$ cat src/rtl/code_entry_fsm_if.sv
// Button-to-comparator link for the code-entry stage.
//   btn          raw push-buttons, active-high, asynchronous to the clock
//   enable       game running; presses are only captured while high
//   clear        synchronous restart of code entry, active-high
//   code_a/b/c   captured slot symbols (0..2)
//   num_inputs   number of slots filled (0..3)
//   code_valid   high while all three slots are filled and released
//   accept_pulse one-cycle pulse per captured symbol
// master: the side driving buttons/controls; slave: the entry FSM.
interface code_entry_fsm_if;
   logic [2:0] btn;
   logic       enable;
   logic       clear;
   logic [1:0] code_a;
   logic [1:0] code_b;
   logic [1:0] code_c;
   logic [1:0] num_inputs;
   logic       code_valid;
   logic       accept_pulse;

   modport master (
      output btn, enable, clear,
      input  code_a, code_b, code_c, num_inputs, code_valid, accept_pulse
   );

   modport slave (
      input  btn, enable, clear,
      output code_a, code_b, code_c, num_inputs, code_valid, accept_pulse
   );
endinterface

$ cat src/rtl/code_entry_fsm.sv
// Code-entry input stage: synchronises and debounces three buttons, turns
// each clean press into a symbol (button i -> symbol i) and fills slots
// A, B, C in order for the three-symbol comparator.
//   clock   system clock
//   resetn  synchronous active-low reset
//   bus     code_entry_fsm_if.slave (buttons/controls in, slots/status out)
module code_entry_fsm #(
   parameter int DEBOUNCE_CYCLES = 500000,
   parameter int CNT_W           = 19
) (
   input  logic                clock,
   input  logic                resetn,
   code_entry_fsm_if.slave     bus
);

   localparam logic [2:0] LOAD_A = 3'd0;
   localparam logic [2:0] WAIT_A = 3'd1;
   localparam logic [2:0] LOAD_B = 3'd2;
   localparam logic [2:0] WAIT_B = 3'd3;
   localparam logic [2:0] LOAD_C = 3'd4;
   localparam logic [2:0] WAIT_C = 3'd5;
   localparam logic [2:0] DONE   = 3'd6;

   localparam logic [CNT_W-1:0] CNT_LAST = CNT_W'(DEBOUNCE_CYCLES - 1);

   logic [2:0]       sync1_q, sync2_q;
   logic [2:0]       deb_q, deb_d, deb_prev_q;
   logic [CNT_W-1:0] cnt_q [3];
   logic [CNT_W-1:0] cnt_d [3];

   logic [2:0] state_q, state_d;
   logic [1:0] code_a_q, code_a_d;
   logic [1:0] code_b_q, code_b_d;
   logic [1:0] code_c_q, code_c_d;
   logic [1:0] num_q, num_d;
   logic       acc_q, acc_d;

   logic [2:0] press;
   logic       single;
   logic [1:0] sym;
   logic       all_released;

   // Counter runs only while the synchronised level disagrees with the
   // accepted level; any agreement restarts the stability window.
   always_comb begin
      for (int i = 0; i < 3; i++) begin
         cnt_d[i] = '0;
         deb_d[i] = deb_q[i];
         if (sync2_q[i] != deb_q[i]) begin
            if (cnt_q[i] == CNT_LAST) begin
               deb_d[i] = ~deb_q[i];
            end else begin
               cnt_d[i] = cnt_q[i] + 1'b1;
            end
         end
      end
   end

   // Exactly one rising edge is required; simultaneous presses are ambiguous.
   always_comb begin
      press        = deb_q & ~deb_prev_q;
      single       = (press != 3'b000) && ((press & (press - 3'd1)) == 3'b000);
      sym          = press[0] ? 2'd0 : (press[1] ? 2'd1 : 2'd2);
      all_released = (deb_q == 3'b000);
   end

   always_comb begin
      state_d  = state_q;
      code_a_d = code_a_q;
      code_b_d = code_b_q;
      code_c_d = code_c_q;
      num_d    = num_q;
      acc_d    = 1'b0;
      if (bus.clear) begin
         state_d  = LOAD_A;
         code_a_d = 2'd0;
         code_b_d = 2'd0;
         code_c_d = 2'd0;
         num_d    = 2'd0;
      end else begin
         case (state_q)
            LOAD_A: if (bus.enable && single) begin
               code_a_d = sym;
               num_d    = 2'd1;
               acc_d    = 1'b1;
               state_d  = WAIT_A;
            end
            WAIT_A: if (all_released) state_d = LOAD_B;
            LOAD_B: if (bus.enable && single) begin
               code_b_d = sym;
               num_d    = 2'd2;
               acc_d    = 1'b1;
               state_d  = WAIT_B;
            end
            WAIT_B: if (all_released) state_d = LOAD_C;
            LOAD_C: if (bus.enable && single) begin
               code_c_d = sym;
               num_d    = 2'd3;
               acc_d    = 1'b1;
               state_d  = WAIT_C;
            end
            WAIT_C: if (all_released) state_d = DONE;
            DONE:   state_d = DONE;
            default: state_d = LOAD_A;
         endcase
      end
   end

   always_ff @(posedge clock) begin
      if (!resetn) begin
         sync1_q    <= '0;
         sync2_q    <= '0;
         deb_q      <= '0;
         deb_prev_q <= '0;
         for (int i = 0; i < 3; i++) cnt_q[i] <= '0;
         state_q    <= LOAD_A;
         code_a_q   <= '0;
         code_b_q   <= '0;
         code_c_q   <= '0;
         num_q      <= '0;
         acc_q      <= 1'b0;
      end else begin
         sync1_q    <= bus.btn;
         sync2_q    <= sync1_q;
         deb_q      <= deb_d;
         deb_prev_q <= deb_q;
         for (int i = 0; i < 3; i++) cnt_q[i] <= cnt_d[i];
         state_q    <= state_d;
         code_a_q   <= code_a_d;
         code_b_q   <= code_b_d;
         code_c_q   <= code_c_d;
         num_q      <= num_d;
         acc_q      <= acc_d;
      end
   end

   assign bus.code_a       = code_a_q;
   assign bus.code_b       = code_b_q;
   assign bus.code_c       = code_c_q;
   assign bus.num_inputs   = num_q;
   assign bus.accept_pulse = acc_q;
   assign bus.code_valid   = (state_q == DONE);

endmodule

$ cat src/flat_wrapper.sv
// flat-port wrapper written by rule: the top's interface ports become plain ports
module code_entry_fsm_flat 
#(
   parameter int DEBOUNCE_CYCLES = 500000,
   parameter int CNT_W           = 19
)
  (clock, resetn, bus_btn, bus_enable, bus_clear, bus_code_a, bus_code_b, bus_code_c, bus_num_inputs, bus_code_valid, bus_accept_pulse);
  code_entry_fsm_if bus_i ();
  input  logic clock;
  input  logic resetn;
  input wire logic [$bits(bus_i.btn)-1:0] bus_btn;
  input wire logic [$bits(bus_i.enable)-1:0] bus_enable;
  input wire logic [$bits(bus_i.clear)-1:0] bus_clear;
  output wire logic [$bits(bus_i.code_a)-1:0] bus_code_a;
  output wire logic [$bits(bus_i.code_b)-1:0] bus_code_b;
  output wire logic [$bits(bus_i.code_c)-1:0] bus_code_c;
  output wire logic [$bits(bus_i.num_inputs)-1:0] bus_num_inputs;
  output wire logic [$bits(bus_i.code_valid)-1:0] bus_code_valid;
  output wire logic [$bits(bus_i.accept_pulse)-1:0] bus_accept_pulse;
  assign bus_i.btn = bus_btn;
  assign bus_i.enable = bus_enable;
  assign bus_i.clear = bus_clear;
  assign bus_code_a = bus_i.code_a;
  assign bus_code_b = bus_i.code_b;
  assign bus_code_c = bus_i.code_c;
  assign bus_num_inputs = bus_i.num_inputs;
  assign bus_code_valid = bus_i.code_valid;
  assign bus_accept_pulse = bus_i.accept_pulse;
  code_entry_fsm #(.DEBOUNCE_CYCLES(DEBOUNCE_CYCLES), .CNT_W(CNT_W)) u_core (.clock(clock), .resetn(resetn), .bus(bus_i));
endmodule
$ cat config.mk
export PLATFORM = sky130hd
export DESIGN_NAME = code_entry_fsm_flat
export DESIGN_NICKNAME = d
export VERILOG_FILES = /design/src/rtl/code_entry_fsm_if.sv /design/src/rtl/code_entry_fsm.sv /design/src/flat_wrapper.sv
export SDC_FILE = /design/constraint.sdc
export NUM_CORES = 1
export LEC_CHECK = 0
export ABC_AREA = 1
export BUFFER_PORTS_ARGS = -buffer_cell sky130_fd_sc_hd__buf_2
export CORE_AREA = 4 4 95 97
export DETAILED_ROUTE_END_ITERATION = 6
export DIE_AREA = 0 0 99 101
export GPL_ROUTABILITY_DRIVEN = 0
export PLACE_DENSITY = 0.65
export SYNTH_ARGS = -nofsm -noshare
export SYNTH_HDL_FRONTEND = slang
export SYNTH_SLANG_ARGS = --single-unit
$ cat constraint.sdc
create_clock -name clock -period 1.5 [get_ports clock]
set_input_delay 0.225 -clock clock [delete_from_list [all_inputs] [get_ports clock]]
set_output_delay 0.225 -clock clock [all_outputs]
set_load 0.05 [all_outputs]
==> flow_metrics.env <==
export IMPL_setup_viol_count_final=0
export IMPL_p_sw_w=0.000914
export IMPL_crit_arrival_ps=1710
export IMPL_vias=3515
export IMPL_pre_cts_ws_ps=-29.5
export IMPL_netlist_area_um2=4030
export IMPL_vias_per_cell=4.92
export IMPL_path_clk_slew_ps=80
export IMPL_hold_slack_ps=47.6
export IMPL_portBuffers=16
export IMPL_slew_viol_final=0
export IMPL_p_seq_frac=0.549
export IMPL_firstDrtPassIters=4
export IMPL_peakVddDrop_mv=0.391
export IMPL_switching_share=0.232
export IMPL_clock_tree_buffer_depth=2
export IMPL_ios=17
export IMPL_drc_errors=0
export IMPL_tritoncts="yes"
export IMPL_rrSetupSlack_ps=50
export IMPL_crit_chain="ha_4 -> nand3_4 -> nor3_4 -> nand2_4 -> nor2_4 -> nand3_2 -> nand3_1 -> inv_1"
export IMPL_ys_ff_latch=81
export IMPL_syn_instance_count=562
export IMPL_p_per_area_nw_per_um2=830
export IMPL_synth_seq_area_share=0.402
export IMPL_outcome="finished clean"
export IMPL_worst_hold_path_endpoint="u_core.sync1_q[1]"
export IMPL_hold_viol_final=0
export IMPL_cp_top_family="simple AND/OR/NAND/NOR gates"
export IMPL_rows=33
export IMPL_required_ps=1760
export IMPL_power_frac_comb=0.019
export IMPL_start_util=0.496
export IMPL_num_antenna_cells=0
export IMPL_ctsHoldBuffers=0
export IMPL_worstHoldStart="bus_btn[1]"
export IMPL_drv_cap=0
export IMPL_cp_slowest_cell="dfxtp_2"
export IMPL_syn_to_final_growth_pct=17.7
export IMPL_setup_worst_path_start="u_core.cnt_q[0][39]"
export IMPL_path_max_fanout=5
export IMPL_grt_max_degree=17
export IMPL_final_fill_count=766
export IMPL_final_nets=619
export IMPL_rsz0062_at_grt="true"
export IMPL_grt_pass1_vias=3395
export IMPL_drt_first_iter_violations=114
export IMPL_ys_types=36
export IMPL_rr_startpoint="u_core.cnt_q[0][39]"
export IMPL_worst_setup_path_start_kind="flop"
export IMPL_cts_root_buffer="clkbuf_8"
export IMPL_clock_sinks=81
export IMPL_die_width_um=99
export IMPL_fmax_ghz=0.688
export IMPL_final_setup_tns_ps=0
export IMPL_fp_dieH_um=101
export IMPL_ant_nets=0
export IMPL_synth_area_leader_cell="dfxtp_1"
export IMPL_drive_above_1_share=0.208
export IMPL_endpoint_kind="flop"
export IMPL_synth_nets=576
export IMPL_finalCritPeriodShare=0.969
export IMPL_tightest_slew_ps=503
export IMPL_place_inst=694
export IMPL_utilization=0.583
export IMPL_htree_levels=3
export IMPL_hold_depth=3
export IMPL_p_leak_nw=1.84
export IMPL_overflow=0
export IMPL_antenna_found_initial=0
export IMPL_drt_wl_total_um=8120
export IMPL_clock_skew_ps=13.3
export IMPL_fin_crit_ps=1450
export IMPL_crit_path_max_incr_delay_ps=360
export IMPL_avgSynthCellArea_um2=7.18
export IMPL_track_usage=0.169
export IMPL_relSlewSlack=0.662
export IMPL_dpl_hpwl_um=5960
export IMPL_critPathBufInv=1
export IMPL_stdcell_count=715
export IMPL_dieArea_um2=10000
export IMPL_wl_per_cell_um=11.4
export IMPL_hold_path_class="in -> reg"
export IMPL_netlist_area_leader_share=0.402
export IMPL_crit_type="reg -> reg"
export IMPL_core_um2=8130
export IMPL_pwr_share_clk=0.432
export IMPL_p_int_w=0.00303
export IMPL_synth_warnings=0
export IMPL_clkLatencyLatePin_ps=370
export IMPL_reg2reg_depth=8
export IMPL_r2r_end="u_core.cnt_q[0][54]"
export IMPL_layout_setup_ws_ps=46.5
export IMPL_grt_pass1_wl_um=14000
export IMPL_synth_area_top_cells="dfxtp_1, nand2_1, nor2_1, inv_1, nand3_1"
export IMPL_numCtsBuffers=9
==> Yosys cell counts <==
| cell type | n |
|---|---|
| o21ai_0 | 10 |
| clkbuf_1 | 1 |
| buf_6 | 2 |
| nand3_4 | 1 |
| xnor2_1 | 5 |
| nand3_2 | 4 |
| nand4_1 | 13 |
| dfxtp_1 | 81 |
| ha_1 | 7 |
| nor3_4 | 2 |
| a21oi_1 | 27 |
| nand3_1 | 33 |
| inv_1 | 79 |
| nand2_1 | 110 |
| and2_1 | 2 |
| o21bai_4 | 1 |
| nor3b_1 | 1 |
| and3_1 | 1 |
| nor3_1 | 24 |
| nand2_4 | 3 |
| a21o_2 | 1 |
| nor2_2 | 3 |
| or2_0 | 2 |
| o21ai_1 | 3 |
| buf_4 | 1 |
| or2_1 | 1 |
| nand2_2 | 7 |
| inv_2 | 5 |
| o21bai_1 | 1 |
| nand4_2 | 1 |
| nor2_4 | 4 |
| a211oi_1 | 2 |
| xor2_1 | 16 |
| nor2_1 | 95 |
| nor3_2 | 7 |
| nand3b_1 | 6 |
==> per-layer routing <==
layer | share of wire | wire length (µm) | vias to the layer above | track usage
li1 | - | - | 1874 | -
met2 | 0.46 | 3720 | 49 | 0.295
met5 | 0 | 0 | - | 0
met4 | 0.017 | 140 | 0 | 0.0714
met3 | 0.033 | 267 | 15 | 0.0263
met1 | 0.49 | 3990 | 1577 | 0.206
==> flip-flops by register name, summed over array words and instances (netlist names), 3 cells and up <==
name,cells
u_core.cnt_q,57
u_core.deb_prev_q,3
u_core.deb_q,3
u_core.state_q,3
u_core.sync1_q,3
u_core.sync2_q,3
==> kinds of logic after synthesis <==
logic type | count (synthesis) | share of synthesized area
buf+inv | 88 | 0.0866
fa+ha+maj | 7 | 0.0217
xor+xnor | 21 | 0.0456
flops | 81 | 0.402
simple gates | 320 | 0.382
compound gates | 45 | 0.0621
==> worst min-delay path: stages <==
cell and delay (ps):
buf_2 70, nand2_1 40, inv_1 40
==> final cells by class <==
class,count,area (µm²),area share
Clock inverter,6,73.8,0.0156
Sequential cell,81,1640,0.345
Inverter,84,315,0.0665
Tap cell,105,131,0.0277
Multi-Input combinational cell,394,2190,0.462
Timing Repair Buffer,35,258,0.0543
Clock buffer,10,138,0.0290
==> cells in the final DEF (no fill, tap or decap), types with 11 or more instances in the layout <==
cell,n
nand2_1,105
buf_2,15
nand4_1,13
xor2_1,16
a21oi_1,27
nand3_1,31
buf_4,17
nor2_1,91
dfxtp_1,69
nor3_1,22
dfxtp_2,12
inv_1,74
nand2_2,11
==> power groups by stage <==
stage	logic [W]	clock network [W]	registers, W
2_1_floorplan	0.0000399	0	0.00221
3_3_place_gp	0.0000699	0	0.00221
3_5_place_dp	0.0000704	0	0.00221
4_1_cts	0.0000713	0.00174	0.00216
5_1_grt	0.0000850	0.00184	0.00217
6_report	0.0000745	0.00170	0.00216
==> how the worst max path moves through the flow <==
| stage | endpoint | slack, ps | cells past startpoint |
|---|---|---|---|
| after floorplan | u_core.cnt_q[0][54] | 30 | 8 |
| after global placement | u_core.cnt_q[0][29] | -6 | 7 |
| after detailed placement | u_core.cnt_q[0][30] | -30 | 7 |
| after CTS | bus_code_valid | 5 | 5 |
| after global routing | u_core.cnt_q[0][56] | -70 | 8 |
| final | u_core.cnt_q[0][54] | 50 | 8 |
==> metrics by stage <==
stage	total power [W]	area, µm²
after floorplan	0.00225	4030
after global placement	0.00228	4350
after detailed placement	0.00228	4350
after CTS	0.00397	4580
after global routing	0.00409	4740
final	0.00394	4740
==> timing repair <==
item / CTS / global route
cloned: 0 / 1
gates resized for setup: 6 / 43
setup buffers: 0 / 5
endpoints found under the setup margin: 17 / 66
pin swaps: 0 / 9
(Power assumes the default switching activity.)
